[config.mk]
export PLATFORM = sky130hd
export DESIGN_NAME = cmd_packer
export DESIGN_NICKNAME = d
export VERILOG_FILES = /design/src/rtl/cmd_pkg.sv /design/src/rtl/cmd_fifo.sv /design/src/rtl/cmd_packer.sv
export SDC_FILE = /design/constraint.sdc
export NUM_CORES = 1
export LEC_CHECK = 0
export ABC_AREA = 1
export CAP_MARGIN = 20
export CELL_PAD_IN_SITES_DETAIL_PLACEMENT = 0
export CELL_PAD_IN_SITES_GLOBAL_PLACEMENT = 1
export CORE_ASPECT_RATIO = 1.75
export CORE_UTILIZATION = 44
export DETAILED_ROUTE_END_ITERATION = 12
export PLACE_DENSITY_LB_ADDON = 0.3
export SYNTH_ARGS = -nofsm -noshare
export SYNTH_HDL_FRONTEND = slang
export SYNTH_SLANG_ARGS = --single-unit
[constraint.sdc]
create_clock -name clk -period 2.45 [get_ports clk]
set_input_delay 0.49 -clock clk [delete_from_list [all_inputs] [get_ports clk]]
set_output_delay 0.49 -clock clk [all_outputs]
set_load 0.1 [all_outputs]
[src/rtl/cmd_pkg.sv]
// cmd_pkg: shared command field widths, bit positions and the field-to-command packer
package cmd_pkg;
  localparam int OPC_W   = 6;
  localparam int ADDR_W  = 16;
  localparam int DIN_W   = 32;
  localparam int CMD_W   = 56;
  localparam int OPC_LSB = 50;
  localparam int A1_LSB  = 34;
  localparam int A2_LSB  = 16;
  localparam int A3_LSB  = 0;
  localparam int DIN_LSB = 0;

  // Bits [33:32] stay zero; the low word is either DIN (mem) or addr2/addr3 (ALU).
  function automatic logic [CMD_W-1:0] pack_cmd(
    input logic              is_mem,
    input logic [OPC_W-1:0]  opc,
    input logic [ADDR_W-1:0] a1,
    input logic [ADDR_W-1:0] a2,
    input logic [ADDR_W-1:0] a3,
    input logic [DIN_W-1:0]  din
  );
    logic [CMD_W-1:0] c;
    c = '0;
    c[OPC_LSB +: OPC_W] = opc;
    c[A1_LSB +: ADDR_W] = a1;
    if (is_mem) c[DIN_LSB +: DIN_W] = din;
    else begin
      c[A2_LSB +: ADDR_W] = a2;
      c[A3_LSB +: ADDR_W] = a3;
    end
    return c;
  endfunction
endpackage

[src/rtl/cmd_fifo.sv]
// cmd_fifo: DEPTH x W synchronous valid/ready FIFO with registered storage cleared on reset
//   clk, rst_n                  : clock, async active-low reset
//   in_valid/in_ready/in_data   : push side, in_ready = not full
//   out_valid/out_ready/out_data: pop side, out_data = head entry
//   count                       : occupancy 0..DEPTH
module cmd_fifo #(
  parameter int DEPTH = 4,
  parameter int W     = 56
) (
  input  logic                   clk,
  input  logic                   rst_n,
  input  logic                   in_valid,
  output logic                   in_ready,
  input  logic [W-1:0]           in_data,
  output logic                   out_valid,
  input  logic                   out_ready,
  output logic [W-1:0]           out_data,
  output logic [$clog2(DEPTH):0] count
);
  localparam int AW = $clog2(DEPTH);
  logic [W-1:0]  r_mem [DEPTH];
  logic [AW-1:0] r_wr;
  logic [AW-1:0] r_rd;
  logic [AW:0]   r_count;
  logic          w_push;
  logic          w_pop;

  assign in_ready  = r_count < (AW+1)'(DEPTH);
  assign out_valid = r_count != '0;
  assign out_data  = r_mem[r_rd];
  assign count     = r_count;
  assign w_push    = in_valid && in_ready;
  assign w_pop     = out_valid && out_ready;

  always_ff @(posedge clk or negedge rst_n) begin
    if (!rst_n) begin
      r_mem   <= '{default: '0};
      r_wr    <= '0;
      r_rd    <= '0;
      r_count <= '0;
    end else begin
      if (w_push) begin
        r_mem[r_wr] <= in_data;
        r_wr        <= r_wr + AW'(1);
      end
      if (w_pop) r_rd <= r_rd + AW'(1);
      if (w_push && !w_pop) r_count <= r_count + (AW+1)'(1);
      else if (!w_push && w_pop) r_count <= r_count - (AW+1)'(1);
    end
  end
endmodule

[src/rtl/cmd_packer.sv]
// cmd_packer: packs opcode/address/data fields into 56-bit commands and queues them to the scheduler
//   clk, rst_n                      : clock, async active-low reset
//   in_valid/in_ready + in_* fields : one field set per handshake
//   out_valid/out_ready/out_cmd     : packed command stream (FIFO head)
//   fifo_count, issued_cnt          : debug occupancy and wrapping issue count
module cmd_packer
  import cmd_pkg::*;
#(
  parameter int DEPTH = 4,
  parameter int CNT_W = 16
) (
  input  logic                   clk,
  input  logic                   rst_n,
  input  logic                   in_valid,
  output logic                   in_ready,
  input  logic                   in_is_mem,
  input  logic [OPC_W-1:0]       in_opcode,
  input  logic [ADDR_W-1:0]      in_addr1,
  input  logic [ADDR_W-1:0]      in_addr2,
  input  logic [ADDR_W-1:0]      in_addr3,
  input  logic [DIN_W-1:0]       in_din,
  output logic                   out_valid,
  input  logic                   out_ready,
  output logic [CMD_W-1:0]       out_cmd,
  output logic [$clog2(DEPTH):0] fifo_count,
  output logic [CNT_W-1:0]       issued_cnt
);
  logic [CMD_W-1:0] w_cmd;
  logic [CNT_W-1:0] r_issued;

  assign w_cmd      = pack_cmd(in_is_mem, in_opcode, in_addr1, in_addr2, in_addr3, in_din);
  assign issued_cnt = r_issued;

  cmd_fifo #(.DEPTH(DEPTH), .W(CMD_W)) u_fifo (
    .clk       (clk),
    .rst_n     (rst_n),
    .in_valid  (in_valid),
    .in_ready  (in_ready),
    .in_data   (w_cmd),
    .out_valid (out_valid),
    .out_ready (out_ready),
    .out_data  (out_cmd),
    .count     (fifo_count)
  );

  always_ff @(posedge clk or negedge rst_n) begin
    if (!rst_n) r_issued <= '0;
    else if (out_valid && out_ready) r_issued <= r_issued + CNT_W'(1);
  end
endmodule

==> results of run 1 <==
state kept, by name, indices dropped and copies added, names as in the netlist:
name	cells
u_fifo.r_wr	2
issued_cnt	16
u_fifo.r_rd	2
u_fifo.r_mem	216
u_fifo.count	3
repair_timing:
action,4_1_cts,5_1_grt
setup buffers,0,3
hold buffers,1,0
endpoints found under the setup margin,46,45
pin swaps,5,6
endpoints found under the hold margin,64,0
gates cloned,2,6
resized for setup,18,40
per-layer routing:
layer | vias to the layer above | share of wire
li1 | 3797 | -
met1 | 4163 | 0.40
met5 | - | 0.00034
met2 | 199 | 0.53
met4 | 2 | 0.028
met3 | 48 | 0.042
stage by stage:
step                hold WS, ns  TNS, ns  setup slack [ns]  instance area, µm²   util
floorplan                 0.194  -0.0606           -0.0606               11800      -
global placement          0.461        0             0.206               14400  0.566
finish                    0.494        0            0.0198               15600  0.612
CTS                       0.490   -0.352           -0.0333               15300  0.603
global route              0.504   -0.122           -0.0338               15600  0.612
detailed placement        0.469        0             0.201               14400  0.566
final cells by class:
class	count	area (µm²)
Clock buffer	33	716
Clock inverter	9	133
Fill cell	2038	9880
Inverter	53	216
Multi-Input combinational cell	653	5210
Sequential cell	239	5990
Tap cell	316	395
Timing Repair Buffer	212	2900
kinds of logic after synthesis:
group,synth area share
flops,0.522
mux,0.230
simple gates,0.0795
compound gates,0.0918
buf+inv,0.0570
xor+xnor,0.0115
fa+ha+maj,0.00830
other cells,0.000327
Yosys cell counts:
cell type	n	area share
sky130_fd_sc_hd__clkbuf_1	27	0.0088
sky130_fd_sc_hd__inv_1	51	0.017
sky130_fd_sc_hd__o21ai_0	141	0.062
sky130_fd_sc_hd__buf_1	3	0.00098
sky130_fd_sc_hd__conb_1	1	0.00033
sky130_fd_sc_hd__a21oi_2	1	0.00076
sky130_fd_sc_hd__nand2_8	1	0.0017
sky130_fd_sc_hd__buf_4	3	0.0020
sky130_fd_sc_hd__xnor2_1	5	0.0038
sky130_fd_sc_hd__mux2_2	161	0.16
sky130_fd_sc_hd__buf_12	5	0.0087
sky130_fd_sc_hd__o22ai_1	54	0.029
sky130_fd_sc_hd__nand2_2	1	0.00055
sky130_fd_sc_hd__nand4_1	3	0.0016
sky130_fd_sc_hd__xor2_1	10	0.0076
sky130_fd_sc_hd__nor2_1	129	0.042
sky130_fd_sc_hd__inv_2	2	0.00066
sky130_fd_sc_hd__nor2_8	4	0.0070
sky130_fd_sc_hd__mux2_4	50	0.066
sky130_fd_sc_hd__fa_1	1	0.0017
sky130_fd_sc_hd__nor3_1	1	0.00044
sky130_fd_sc_hd__ha_1	6	0.0066
sky130_fd_sc_hd__dfrtp_1	239	0.52
sky130_fd_sc_hd__nand3_1	6	0.0026
sky130_fd_sc_hd__buf_6	15	0.015
sky130_fd_sc_hd__buf_2	10	0.0044
sky130_fd_sc_hd__mux2_1	6	0.0059
sky130_fd_sc_hd__nand2_1	71	0.023
how the worst max path moves through the flow:
stage                          from                to  slack, ns  depth (start not counted)
finish               u_fifo.r_rd[0]        out_cmd[3]       0.02                          5
global route         u_fifo.r_rd[0]        out_cmd[6]      -0.03                          5
CTS                  u_fifo.r_rd[0]       out_cmd[23]      -0.03                          4
detailed placement         in_valid  u_fifo.r_mem[97]       0.20                          6
global placement           in_valid   u_fifo.count[2]       0.21                         10
floorplan           u_fifo.count[2]   u_fifo.count[1]      -0.06                          7
critical path: stages, from the launching register on:
cell and delay, ns:
sky130_fd_sc_hd__dfrtp_4 0.56, sky130_fd_sc_hd__buf_4 0.19, sky130_fd_sc_hd__buf_16 0.16, sky130_fd_sc_hd__nor2_1 0.18
sky130_fd_sc_hd__o22ai_2 0.15, sky130_fd_sc_hd__buf_12 0.19
==> flow_summary.json, run 1 <==
{
  "status": "complete, no violations",
  "timing.slew.headroom": 0.555,
  "grtUsageMet3": 0.0336,
  "hold_path_depth": 1,
  "clkLatencyLatePin_ns": 0.51,
  "synth_warn": 0,
  "die_h_um": 215,
  "drt-total-wl_um": 29600,
  "finClkSkew_ns": 0.00948,
  "reg2reg_setup_slack_ns": 0.58,
  "initial_core_util": 0.451,
  "antenna_viol_nets_final": 0,
  "total_i_o_pin_count": 168,
  "detail_route.wl_per_cell_um": 19.6,
  "fp.dieArea_um2": 26700,
  "placeableCoreArea_um2": 25400,
  "route.detailed.vias_per_inst": 5.42,
  "grt_pass1_vias": 8507,
  "ff2ff_path_depth": 10,
  "timing.critical_path.fanout_max": 12,
  "grt_first_pass_wirelength_um": 45500,
  "timing_max_transition_violations_final": 0,
  "final_cell_count_no_fill": 1515,
  "min_path_type": "reg -> reg",
  "finalSetupViolations": 0,
  "drt_drc_violations_left": 0,
  "core.rowCount": 77,
  "clockBufferDepth": 3,
  "mostFrequentLayoutCell": "sky130_fd_sc_hd__dfrtp_1",
  "layer_with_the_highest_usage": "met2",
  "grt_overflow_total": 0,
  "placed_cells_incl_taps": 1461,
  "clkSlewWorstSetupHoldPaths_ns": 0.06,
  "insertedDiodeCount": 0,
  "critical_path.reg2reg.endpoint": "u_fifo.count[2]",
  "rsz_0062_raised_after_global_routing": "yes",
  "cts_tree": "done",
  "max_slew.worst_pin.slew_ns": 0.660,
  "tritoncts.num_buffers": 24,
  "via_count": 8209,
  "fmaxAchievable_mhz": 411,
  "detail_route.first_pass.iterations": 4,
  "finalNetCount": 1281,
  "grt_start_max_net_pins": 72,
  "critical_path.startpoint_type": "flop",
  "finalCriticalPeriod_ns": 2.43,
  "worstSetupEndpointType": "output port",
  "post_route_cells_drive_above_1_share": 0.382,
  "number_of_cells_produced_by_synthesis": 1007,
  "cts_h_tree_depth": 1,
  "place.port_buffers": 165,
  "antenna_found_initial": 1,
  "root_buffer": "sky130_fd_sc_hd__clkbuf_16",
  "global_route.usage.met1": 0.265,
  "r2r_start": "u_fifo.count[1]",
  "gpl.final_weighted_congestion": 0.743,
  "syn2layout_area_growth_pct": 35.8,
  "post_synth_num_cell_types": 28,
  "final_min_period_over_clock_period": 0.992,
  "globalRouteMet2Util": 0.397,
  "whs_endpoint": "u_fifo.r_mem[98]",
  "timing.setup.critical_path_class": "reg -> out",
  "detailedRoute.firstIterationViolations": 344,
  "cts.sink_count": 239,
  "worst-endpoint-arrival_ns": 1.94,
  "post_synth_instance_area_um2": 11500,
  "cp.required_ns": 1.96,
  "hold_viol": 0,
  "ys_seq_area_frac": 0.522,
  "cap_viol_max_count": 0,
  "die_width_um": 124,
  "flops_latches_synth": 239,
  "min-delay-start": "u_fifo.r_mem[98]",
  "track_usage": 0.221,
  "synthesis.area_per_instance_um2": 11.4,
  "final_cell_mix": "sky130_fd_sc_hd__dfrtp_1, sky130_fd_sc_hd__mux2_2, sky130_fd_sc_hd__nor2_1, sky130_fd_sc_hd__o21ai_0, sky130_fd_sc_hd__clkdlybuf4s50_1",
  "dp_hpwl_um": 18200
}
Power of run 1 is left out: the tool's default activity adds up to more than one toggle a clock period on the data nets, which glitch-free logic cannot reach.
==> run 2, diff against run 1 <==
--- a/config.mk
+++ b/config.mk
@@ -12,6 +12,7 @@
 export CORE_ASPECT_RATIO = 1.75
 export CORE_UTILIZATION = 44
 export DETAILED_ROUTE_END_ITERATION = 12
+export GPL_TIMING_DRIVEN = 0
 export PLACE_DENSITY_LB_ADDON = 0.3
 export SYNTH_ARGS = -nofsm -noshare
 export SYNTH_HDL_FRONTEND = slang
==> flow_summary.json, run 2 (synthesis results as in run 1) <==
{
  "final_cell_mix": "sky130_fd_sc_hd__dfrtp_1, sky130_fd_sc_hd__mux2_2, sky130_fd_sc_hd__nor2_1, sky130_fd_sc_hd__clkdlybuf4s50_1, sky130_fd_sc_hd__o21ai_0",
  "timing.setup.critical_path_class": "reg -> out",
  "cts_h_tree_depth": 1,
  "fmaxAchievable_mhz": 408,
  "antenna_found_initial": 0,
  "clkLatencyLatePin_ns": 0.52,
  "total_i_o_pin_count": 168,
  "gpl.final_weighted_congestion": 0.760,
  "critical_path.startpoint_type": "flop",
  "initial_core_util": 0.451,
  "largest_register_ffs": 216,
  "detail_route.wl_per_cell_um": 19.7,
  "max_slew.worst_pin.slew_ns": 0.985,
  "min_path_type": "in -> async",
  "finalCriticalPeriod_ns": 2.45,
  "fp.dieArea_um2": 26700,
  "seq_area_um2": 5990,
  "worst-endpoint-arrival_ns": 1.96,
  "placeableCoreArea_um2": 25400,
  "timing_max_transition_violations_final": 0,
  "violated_checks": "negative hold slack, negative setup slack",
  "worst_slack_ns": -0.000794,
  "worstSetupEndpointType": "output port",
  "drt-total-wl_um": 30600,
  "place.port_buffers": 164,
  "drt_drc_violations_left": 0,
  "detailedRoute.firstIterationViolations": 289,
  "finalSetupViolations": 2,
  "die_h_um": 215,
  "finClkSkew_ns": 0.00862,
  "cts.sink_count": 239,
  "cts_tree": "done",
  "multiInputGateArea_um2": 5530,
  "timing.hold.ws_ns": -0.00559,
  "post_route_cells_drive_above_1_share": 0.406,
  "route.detailed.vias_per_inst": 5.34,
  "antenna_viol_nets_final": 0,
  "max_flop_register": "u_fifo.r_mem",
  "core.rowCount": 77,
  "critical_path.reg2reg.endpoint": "u_fifo.count[2]",
  "fill_cells": 2094,
  "grt_start_max_net_pins": 122,
  "timing.slew.headroom": 0.346,
  "mostFrequentLayoutCell": "sky130_fd_sc_hd__dfrtp_1",
  "grt_overflow_total": 0,
  "r2r_start": "u_fifo.count[1]",
  "rsz_0062_raised_after_global_routing": "yes",
  "tritoncts.num_buffers": 24,
  "finalNetCount": 1315,
  "root_buffer": "sky130_fd_sc_hd__clkbuf_16",
  "insertedDiodeCount": 0,
  "final_core_utilization": 0.630,
  "clkSlewWorstSetupHoldPaths_ns": 0.06,
  "cap_viol_max_count": 0,
  "detail_route.first_pass.iterations": 4,
  "hold_viol": 1,
  "grt_pass1_vias": 8908,
  "post-route-cell-area_um2": 16000,
  "grt_first_pass_wirelength_um": 48400,
  "ff2ff_path_depth": 10,
  "track_usage": 0.235,
  "reg2reg_setup_slack_ns": 0.37,
  "final_min_period_over_clock_period": 1.00,
  "timing.critical_path.fanout_max": 6,
  "detailed_place.area_um2": 13900,
  "status": "finished, violations left",
  "clockBufferDepth": 3,
  "dp_hpwl_um": 20200,
  "die_width_um": 124,
  "cp.required_ns": 1.96,
  "via_count": 8277,
  "syn2layout_area_growth_pct": 39.9
}
-- run 2: cell types whose count changed in the layout (fill, tap and decap cells not counted), moves of 8 or more --
cell	delta
sky130_fd_sc_hd__o21ai_0	-38
sky130_fd_sc_hd__buf_6	+24
sky130_fd_sc_hd__buf_12	-23
sky130_fd_sc_hd__buf_4	-19
sky130_fd_sc_hd__dlygate4sd2_1	+19
sky130_fd_sc_hd__o21ai_2	+19
sky130_fd_sc_hd__buf_8	+15
sky130_fd_sc_hd__nor2_1	-12
sky130_fd_sc_hd__clkbuf_1	+11
sky130_fd_sc_hd__o21ai_1	+11
sky130_fd_sc_hd__o22ai_2	-11
sky130_fd_sc_hd__o22ai_4	+11
sky130_fd_sc_hd__nor2_4	+9
sky130_fd_sc_hd__o21ai_4	+8
-- run 2: area by class of cell --
type,instances,area share
plain buffers,60,0.0444
clock buffers,39,0.0448
clock inverters,5,0.00468
inverters,53,0.0134
multi-input cells,653,0.345
flip-flops and latches,239,0.374
well taps,316,0.0247
repair buffers,185,0.148
repair inverters,1,0.00101
-- run 2: worst max-delay path by stage --
stage / startpoint / end / cells past startpoint
3_3_place_gp: rst_n / u_fifo.count[2] / 1
4_1_cts: u_fifo.r_rd[1] / out_cmd[26] / 5
5_1_grt: u_fifo.r_rd[0] / out_cmd[26] / 7
3_5_place_dp: u_fifo.r_rd[0] / out_cmd[26] / 7
2_1_floorplan: u_fifo.count[2] / u_fifo.count[1] / 7
6_report: u_fifo.r_rd[0] / out_cmd[26] / 7
-- run 2: critical path, cell delays in order (launching register included) --
cell	delay, ns
sky130_fd_sc_hd__dfrtp_2	0.46
sky130_fd_sc_hd__buf_12	0.17
sky130_fd_sc_hd__clkinv_8	0.06
sky130_fd_sc_hd__buf_8	0.12
sky130_fd_sc_hd__buf_8	0.14
sky130_fd_sc_hd__nor2_4	0.04
sky130_fd_sc_hd__o22ai_4	0.24
sky130_fd_sc_hd__buf_12	0.21
-- run 2: metal layers --
| layer | part of all wire | wire (µm) | global-route usage | up-vias |
|---|---|---|---|---|
| met5 | 0 | 0 | 0 | - |
| li1 | - | - | - | 3871 |
| met1 | 0.39 | 12000 | 0.282 | 4186 |
| met2 | 0.54 | 16600 | 0.426 | 174 |
| met4 | 0.026 | 787 | 0.0754 | 0 |
| met3 | 0.038 | 1160 | 0.0285 | 46 |
-- run 2: stage by stage --
stage / setup WS (ns) / instances / setup TNS, ns
after floorplan: -0.0606 / 1008 / -0.0606
after global placement: -10.29 / 1488 / -2278.51
after detailed placement: -0.876 / 1490 / -42.52
after CTS: -0.0771 / 1552 / -0.206
after global routing: -0.0460 / 1551 / -0.505
final: -0.000794 / 1551 / -0.00124
-- run 2: timing repair --
action	4_1_cts	5_1_grt
setup endpoints to repair	75	55
pin swaps	30	26
hold buffers	0	0
buffers inserted	11	3
gates resized for setup	648	107
cloned	7	0
Power of run 2 is left out for the same reason.
==> run 3, diff against run 2 <==
--- a/config.mk
+++ b/config.mk
@@ -6,12 +6,14 @@
 export NUM_CORES = 1
 export LEC_CHECK = 0
 export ABC_AREA = 1
+export ABC_CLOCK_PERIOD_IN_PS = 2450
 export CAP_MARGIN = 20
 export CELL_PAD_IN_SITES_DETAIL_PLACEMENT = 0
 export CELL_PAD_IN_SITES_GLOBAL_PLACEMENT = 1
 export CORE_ASPECT_RATIO = 1.75
-export CORE_UTILIZATION = 44
+export CORE_UTILIZATION = 50
 export DETAILED_ROUTE_END_ITERATION = 12
+export DONT_BUFFER_PORTS = 1
 export GPL_TIMING_DRIVEN = 0
 export PLACE_DENSITY_LB_ADDON = 0.3
 export SYNTH_ARGS = -nofsm -noshare
==> flow_summary.json, run 3 (synthesis results as in run 1) <==
{
  "cp.required_ns": 1.96,
  "worst_setup_path_startpoint": "u_fifo.r_rd[0]",
  "die_h_um": 202,
  "detail_route.first_pass.iterations": 4,
  "grt_start_max_net_pins": 240,
  "ff2ff_path_depth": 7,
  "r2r_start": "u_fifo.count[2]",
  "core.rowCount": 72,
  "grt_pass1_vias": 8224,
  "final_core_utilization": 0.632,
  "route.detailed.vias_per_inst": 5.62,
  "total_i_o_pin_count": 168,
  "final_min_period_over_clock_period": 1.07,
  "antenna_viol_nets_final": 0,
  "cts_tree": "done",
  "status": "finished, violations left",
  "clkLatencyLatePin_ns": 0.52,
  "timing_max_transition_violations_final": 0,
  "detailedRoute.firstIterationViolations": 397,
  "antenna_found_initial": 0,
  "cts.sink_count": 239,
  "detail_route.wl_per_cell_um": 21.0,
  "initial_core_util": 0.515,
  "critical_path.reg2reg.endpoint": "u_fifo.count[1]",
  "grt_overflow_total": 0,
  "placeableCoreArea_um2": 22300,
  "final_cell_mix": "sky130_fd_sc_hd__dfrtp_1, sky130_fd_sc_hd__mux2_2, sky130_fd_sc_hd__nor2_1, sky130_fd_sc_hd__o21ai_1, sky130_fd_sc_hd__nand2_1",
  "max_flop_register": "u_fifo.r_mem",
  "insertedDiodeCount": 0,
  "reg2reg_setup_slack_ns": 0.10,
  "mostFrequentLayoutCell": "sky130_fd_sc_hd__dfrtp_1",
  "gpl.final_weighted_congestion": 0.764,
  "largest_register_ffs": 216,
  "rsz_0062_raised_after_global_routing": "yes",
  "dp_hpwl_um": 18600,
  "tns_ns": -6.48,
  "track_usage": 0.253,
  "syn2layout_area_growth_pct": 22.7,
  "drt-total-wl_um": 28700,
  "die_width_um": 116,
  "cts_h_tree_depth": 1,
  "timing.hold.ws_ns": -0.340,
  "clkSlewWorstSetupHoldPaths_ns": 0.06,
  "timing.critical_path.fanout_max": 6,
  "timing.setup.critical_path_class": "reg -> out",
  "via_count": 7650,
  "root_buffer": "sky130_fd_sc_hd__clkbuf_16",
  "finalCriticalPeriod_ns": 2.62,
  "worstSetupEndpointType": "output port",
  "worst-endpoint-arrival_ns": 2.13,
  "clockBufferDepth": 3,
  "drt_drc_violations_left": 0,
  "finalNetCount": 1147,
  "post_route_cells_drive_above_1_share": 0.388,
  "fp.dieArea_um2": 23600,
  "max_slew.worst_pin.slew_ns": 1.02,
  "finClkSkew_ns": 0.0110,
  "worst_slack_ns": -0.168,
  "hold_viol": 239,
  "critical_path.startpoint_type": "flop",
  "min_path_type": "in -> async",
  "grt_first_pass_wirelength_um": 45800,
  "timing.slew.headroom": 0.317,
  "finalSetupViolations": 51,
  "cap_viol_max_count": 0,
  "fmaxAchievable_mhz": 382,
  "place.port_buffers": 0,
  "violated_checks": "negative hold slack, negative setup slack",
  "tritoncts.num_buffers": 24
}
-- run 3: cell types whose count changed in the layout (fill, tap and decap cells not counted), sizes merged, moves of 2 or more --
cell and change:
buf -69, clkbuf +6, clkdlybuf4s15 -2, clkdlybuf4s50 -88, clkinvlp +2, dlygate4sd2 -19
-- run 3: worst max-delay path, stage by stage, from the launching register on --
cell and delay, ns:
sky130_fd_sc_hd__dfrtp_2 0.44, sky130_fd_sc_hd__buf_12 0.17, sky130_fd_sc_hd__inv_12 0.08, sky130_fd_sc_hd__buf_12 0.13
sky130_fd_sc_hd__clkbuf_16 0.14, sky130_fd_sc_hd__nor2_4 0.04, sky130_fd_sc_hd__o22ai_4 0.59
-- run 3: timing repair --
action / in CTS / in global routing
setup buffers: 3 / 5
pin swaps: 38 / 47
setup endpoints to repair: 56 / 58
endpoints found under the hold margin: 239 / 239
gates cloned: 2 / 2
resized for setup: 190 / 98
-- run 3: how the worst max path moves through the flow --
stage	end	cells after the start	slack, ns
6_report	out_cmd[21]	6	-0.17
5_1_grt	out_cmd[22]	6	-0.23
4_1_cts	out_cmd[34]	4	-0.21
3_5_place_dp	out_cmd[11]	5	-0.44
3_3_place_gp	out_cmd[11]	5	-0.45
2_1_floorplan	u_fifo.count[1]	7	-0.06
-- run 3: final cells by class --
class | count | area (µm²)
plain buffers | 62 | 771
clock buffers | 36 | 676
clock inverters | 7 | 105
fillers | 1811 | 8190
inverters | 53 | 228
multi-input cells | 653 | 5660
flip-flops and latches | 239 | 6000
well taps | 296 | 370
repair buffers | 15 | 243
repair inverters | 1 | 11.3
-- run 3: layer usage --
metal,part of all wire,track usage,vias to the layer above
met4,0.018,0.0572,0
met5,0,0,-
met2,0.53,0.458,168
met3,0.052,0.0477,32
met1,0.40,0.304,3917
li1,-,-,3533
-- run 3: stage by stage --
step | setup WS, ns | std cells | area (µm²)
after global placement | -0.447 | 1304 | 12200
after floorplan | -0.0606 | 1008 | 11800
after CTS | -0.213 | 1356 | 13900
final | -0.168 | 1362 | 14100
after global routing | -0.226 | 1362 | 14100
after detailed placement | -0.439 | 1308 | 12300
Power of run 3 is left out for the same reason.
